File: config.mk
export PLATFORM = sky130hd
export DESIGN_NAME = qtree_stream_rx
export DESIGN_NICKNAME = d
export VERILOG_FILES = /design/src/rtl/qtree_stream_rx_pkg.sv /design/src/rtl/qtree_stream_rx_fifo.sv /design/src/rtl/qtree_stream_rx.sv
export SDC_FILE = /design/constraint.sdc
export NUM_CORES = 1
export LEC_CHECK = 0
export CAP_MARGIN = 15
export CORE_MARGIN = 2
export CORE_UTILIZATION = 35
export CTS_BUF_LIST = sky130_fd_sc_hd__clkbuf_16
export DETAILED_ROUTE_END_ITERATION = 8
export HOLD_SLACK_MARGIN = 0.02
export SLEW_MARGIN = 10
export SYNTH_ARGS = -nofsm -noshare
export SYNTH_HDL_FRONTEND = slang
export SYNTH_SLANG_ARGS = --single-unit
File: constraint.sdc
create_clock -name aclk -period 6.59 [get_ports aclk]
set_input_delay 1.318 -clock aclk [delete_from_list [all_inputs] [get_ports aclk]]
set_output_delay 1.318 -clock aclk [all_outputs]
set_load 0.03 [all_outputs]
File: src/rtl/qtree_stream_rx_pkg.sv
// Shared QTree token types for the stream receive path.
// Holds the 67-bit token type, the {last, data} beat and FSM states.
package qtree_stream_package;

  localparam int QTREE_W = 67;

  typedef logic [QTREE_W-1:0] QTree_Int_t;

  typedef struct packed {
    logic       last;
    QTree_Int_t data;
  } QTreeBeat_t;

  typedef enum logic {
    ST_IDLE = 1'b0,
    ST_BUSY = 1'b1
  } rx_state_t;

endpackage

File: src/rtl/qtree_stream_rx_fifo.sv
// Synchronous FIFO of QTree beats with occupancy output.
// Ports: clk/rst, i_push/i_beat in, i_pop/o_beat out, o_level.
module qtree_fifo
  import qtree_stream_package::*;
#(
  parameter int DEPTH = 8
) (
  input  logic                     clk,
  input  logic                     rst,
  input  logic                     i_push,
  input  QTreeBeat_t               i_beat,
  input  logic                     i_pop,
  output QTreeBeat_t               o_beat,
  output logic [$clog2(DEPTH):0]   o_level
);

  localparam int AW = $clog2(DEPTH);
  localparam int LW = AW + 1;
  localparam logic [LW-1:0] FULL = LW'(DEPTH);

  QTreeBeat_t      r_mem [DEPTH];
  logic [AW-1:0]   r_wr;
  logic [AW-1:0]   r_rd;
  logic [LW-1:0]   r_level;
  logic            w_push;
  logic            w_pop;

  assign w_push  = i_push && (r_level != FULL);
  assign w_pop   = i_pop && (r_level != '0);
  assign o_beat  = r_mem[r_rd];
  assign o_level = r_level;

  // Storage is not reset; stale entries are unreachable once level is 0.
  always_ff @(posedge clk) begin
    if (w_push) r_mem[r_wr] <= i_beat;
  end

  // Pointers are AW bits wide, so they wrap modulo DEPTH on their own.
  always_ff @(posedge clk or posedge rst) begin
    if (rst) begin
      r_wr    <= '0;
      r_rd    <= '0;
      r_level <= '0;
    end else begin
      if (w_push) r_wr <= r_wr + 1'b1;
      if (w_pop)  r_rd <= r_rd + 1'b1;
      case ({w_push, w_pop})
        2'b10:   r_level <= r_level + 1'b1;
        2'b01:   r_level <= r_level - 1'b1;
        default: r_level <= r_level;
      endcase
    end
  end

endmodule

File: src/rtl/qtree_stream_rx.sv
// QTree token receiver: buffers upstream beats and measures tree lengths.
// Ports: s_* AXIS-like input, m_* output, frame_done/frame_len/len_err, level.
module qtree_stream_rx
  import qtree_stream_package::*;
#(
  parameter int DEPTH = 8,
  parameter int LEN_W = 16
) (
  input  logic                    aclk,
  input  logic                    areset,
  input  QTree_Int_t              s_tdata,
  input  logic                    s_tvalid,
  input  logic                    s_tlast,
  output logic                    s_tready,
  output QTree_Int_t              m_tdata,
  output logic                    m_tvalid,
  output logic                    m_tlast,
  input  logic                    m_tready,
  output logic                    frame_done,
  output logic [LEN_W-1:0]        frame_len,
  output logic                    len_err,
  output logic [$clog2(DEPTH):0]  level
);

  localparam int LW = $clog2(DEPTH) + 1;
  localparam logic [LW-1:0]    FULL    = LW'(DEPTH);
  localparam logic [LEN_W-1:0] CNT_MAX = '1;

  rx_state_t        r_state;
  logic [LEN_W-1:0] r_cnt;
  logic [LEN_W-1:0] r_frame_len;
  logic             r_frame_done;
  logic             r_len_err;
  logic             r_en;

  logic             w_push;
  logic             w_pop;
  logic [LW-1:0]    w_level;
  QTreeBeat_t       w_in;
  QTreeBeat_t       w_out;

  // r_en keeps s_tready low during reset and the cycle it releases.
  assign s_tready = r_en && (w_level != FULL);
  assign m_tvalid = (w_level != '0);
  assign w_push   = s_tvalid && s_tready;
  assign w_pop    = m_tvalid && m_tready;

  assign w_in.last = s_tlast;
  assign w_in.data = s_tdata;

  assign m_tdata    = w_out.data;
  assign m_tlast    = w_out.last;
  assign level      = w_level;
  assign frame_done = r_frame_done;
  assign frame_len  = r_frame_len;
  assign len_err    = r_len_err;

  qtree_fifo #(
    .DEPTH (DEPTH)
  ) u_fifo (
    .clk     (aclk),
    .rst     (areset),
    .i_push  (w_push),
    .i_beat  (w_in),
    .i_pop   (w_pop),
    .o_beat  (w_out),
    .o_level (w_level)
  );

  // r_cnt holds tokens delivered so far in the current tree.
  always_ff @(posedge aclk or posedge areset) begin
    if (areset) begin
      r_state      <= ST_IDLE;
      r_cnt        <= '0;
      r_frame_len  <= '0;
      r_frame_done <= 1'b0;
      r_len_err    <= 1'b0;
      r_en         <= 1'b0;
    end else begin
      r_en         <= 1'b1;
      r_frame_done <= 1'b0;
      if (w_pop) begin
        // Another token on a saturated count overflows the tree length.
        if (r_cnt == CNT_MAX) r_len_err <= 1'b1;
        unique case (r_state)
          ST_IDLE: begin
            if (m_tlast) begin
              r_frame_len  <= LEN_W'(1);
              r_frame_done <= 1'b1;
            end else begin
              r_cnt   <= LEN_W'(1);
              r_state <= ST_BUSY;
            end
          end
          ST_BUSY: begin
            if (m_tlast) begin
              r_frame_len  <= (r_cnt == CNT_MAX) ? CNT_MAX
                                                 : r_cnt + 1'b1;
              r_frame_done <= 1'b1;
              r_cnt        <= '0;
              r_state      <= ST_IDLE;
            end else if (r_cnt != CNT_MAX) begin
              r_cnt <= r_cnt + 1'b1;
            end
          end
          default: r_state <= ST_IDLE;
        endcase
      end
    end
  end

endmodule

==> flow_summary.ini <==
[drt]
final_antenna_net_count = 0
num_vias = 11100
drc = 0
drt-initial-drc-count = 644
wl_per_cell_um = 22.5
drt_pass1_iterations = 4
vias_per_cell = 5.07
drt_wl_total_um = 49000

[timing]
hold_viol_final = 0
final.setup.worst_slack_ns = 1.74
maxSlewViolCount = 0
tightest_slew_ns = 1.10
relSlewSlack = 0.262
fmax_mhz = 206
rsz0062_at_grt = false
fin_tns_setup_ns = 0
skew_ns = 0.0240
setup_viol = 0
whs_ns = 0.480
fin_crit_sh = 0.737
period_needed_ns = 4.85

[global_routing]
grt_start_max_net_pins = 83
first_global_vias = 11700
grt_overflow = 0
grt_pass1_wl_um = 73400
antenna_found_initial = 4
grt_usage = 0.145

[setup_path]
cp_data_arrival_time_ns = 3.54
r2r_cells = 6
critPathKind = reg2out
crit_fanout = 41
worstSetupStartpointType = register
cp_data_required_time_ns = 5.27
end_kind = output port

[placement]
post-place-ws_ns = 2.30
dp_hpwl_um = 26100
gp_congestion = 0.779
io_buffers = 163

[pwr]
finalPower_mw = 11.9
leakagePower_nw = 9.00
p_per_area_nw_per_um2 = 430
ir_drop_uv = 326

[clocking]
clk_latency_ns = 0.62
cts_buffers = 61
cts_setup_buffers = 0
cts_tree = yes
cts_root_buffer = clkbuf_16
htree_num_levels = 2
path_clk_slew_ns = 0.06
clock_sinks = 590
ctsHoldBuffers = 0
cts_max_path_buffers = 3
ctsResizeCount = 0

[worst_hold_path]
worstHoldPathCells = 1
hold_path_class = reg2reg

[cells_and_area]
drive_gt1_frac = 0.255
areaGrowthSynthToFinish_pct = 20.3
num-nets-final = 1349
n_antenna_cell = 0
fill_cells = 5637
final_util = 0.424

[synthesis]
yosysWarnings = 0
synth.avg_cell_area_sq_um = 21.4
synth_top_area_share = 0.708
synthesis.area_sq_um = 23100
synth_seq_cells = 590
synthDistinctLibCells = 59
synth.top_cells.by_area = edfxtp_1 71%, mux4_2 13%, dfrtp_1 5.0%
yosysTopAreaCell = edfxtp_1
synth_ff_type = edfxtp_1
synthCells = 1077
yosysMostFrequentCell = edfxtp_1
synthTopCellsByCount = 544 x edfxtp_1, 134 x mux4_2, 69 x mux2_2, 46 x dfrtp_1, 41 x nand2_1
synth-edff-count = 544
synth_nets = 1155
synth-async-reset-ratio = 0.0780
ys_seq_area_frac = 0.758

[run_status]
status = completed

[die]
initial_utilization = 0.352
rows = 94
core_region_area_sq_um = 65500
io_pins = 164
die_width_um = 261
die_h_um = 261
fp.dieArea_sq_um = 68000

[flow_run]
drv_cap = 0
==> critical path: stages, from the launching register on <==
cell             delay (ns)
dfrtp_4                0.98
buf_4                  0.44
mux4_2                 0.54
mux2_2                 0.29
clkdlybuf4s50_1        0.61
==> area by class of cell <==
class / instances / area, sq um / share of cell area
Multi-Input combinational cell: 424 / 5330 / 0.192
Clock buffer: 61 / 1530 / 0.0550
Tap cell: 864 / 1080 / 0.0390
Timing Repair Buffer: 182 / 1900 / 0.0684
Sequential cell: 590 / 17500 / 0.631
Clock inverter: 48 / 365 / 0.0132
Inverter: 12 / 47.5 / 0.00171
==> stage by stage <==
stage	cells	cell area, sq um
3_3_place_gp	2071	25800
2_1_floorplan	1077	23100
5_1_grt	2181	27800
4_1_cts	2180	27700
3_5_place_dp	2071	25800
6_report	2181	27800
==> per-layer routing <==
layer  vias to the layer above  track usage  part of all wire
li1                       4847            -                 -
met1                      5924        0.194              0.44
met2                       208        0.239              0.49
met3                        76       0.0356             0.054
met4                         8       0.0346             0.018
met5                         -            0           0.00094
==> registers in the layout, summed over array words and instances, names as in the netlist <==
signal,cells
len_err,1
r_state,1
u_fifo.r_wr,3
u_fifo.r_mem,544
r_cnt,16
u_fifo.r_rd,3
u_fifo.o_level,4
frame_len,16
frame_done,1
r_en,1
==> logic make-up (layout without fill, tap and decap cells) <==
logic type | Yosys count | after routing | share of synthesized area
AOI/OAI and AO/OA | 81 | 81 | 0.0247
xor gates and xnor gates | 16 | 16 | 0.00607
adders and majority gates | 6 | 6 | 0.00325
buffers and inverters | 63 | 303 | 0.0139
DFF | 590 | 590 | 0.758
muxes | 208 | 208 | 0.167
other | 1 | 1 | 0.000163
and+or+nand+nor | 112 | 112 | 0.0272
==> cells in the final DEF (no fill, tap or decap), types with 4 or more instances in the layout <==
master | synthesis | layout
nand2_1 | 41 | 41
buf_4 | 2 | 9
inv_1 | 11 | 26
a22o_1 | 13 | 13
nand2b_1 | 4 | 4
and3_1 | 4 | 4
a21o_1 | 5 | 5
edfxtp_1 | 544 | 544
clkinv_2 | 0 | 8
nor2b_1 | 4 | 4
clkinv_1 | 0 | 12
nand4_1 | 6 | 6
xnor2_1 | 8 | 8
mux2_2 | 69 | 69
nor2_4 | 1 | 7
nand3_1 | 5 | 5
buf_12 | 0 | 10
clkdlybuf4s50_1 | 0 | 163
clkbuf_16 | 0 | 61
dfrtp_1 | 46 | 43
xor2_1 | 8 | 8
nor3_1 | 6 | 4
mux4_2 | 134 | 134
bufinv_16 | 0 | 5
a21oi_1 | 16 | 16
o21ai_0 | 24 | 24
nor2_1 | 19 | 13
mux2i_1 | 4 | 4
ha_1 | 6 | 6
==> report_power, final <==
group	switching, mW	internal (mW)
Sequential	0.293	4.41
Combinational	2.10	1.88
Clock	1.39	1.86
Total	3.78	8.15
==> path summary, 6_finish.rpt <==
path	from	end	slack, ns
max	u_fifo.r_rd[0]	m_tdata[54]	1.74
min	frame_len[0]	frame_len[0]	0.48
max reg2reg	u_fifo.o_level[0]	u_fifo.r_mem[3][23]	3.40
min reg2reg	frame_len[0]	frame_len[0]	0.48
max in group asynchronous	areset	u_fifo.r_rd[0]	5.03
min in group asynchronous	areset	r_cnt[14]	1.03
(Power assumes the default switching activity.)
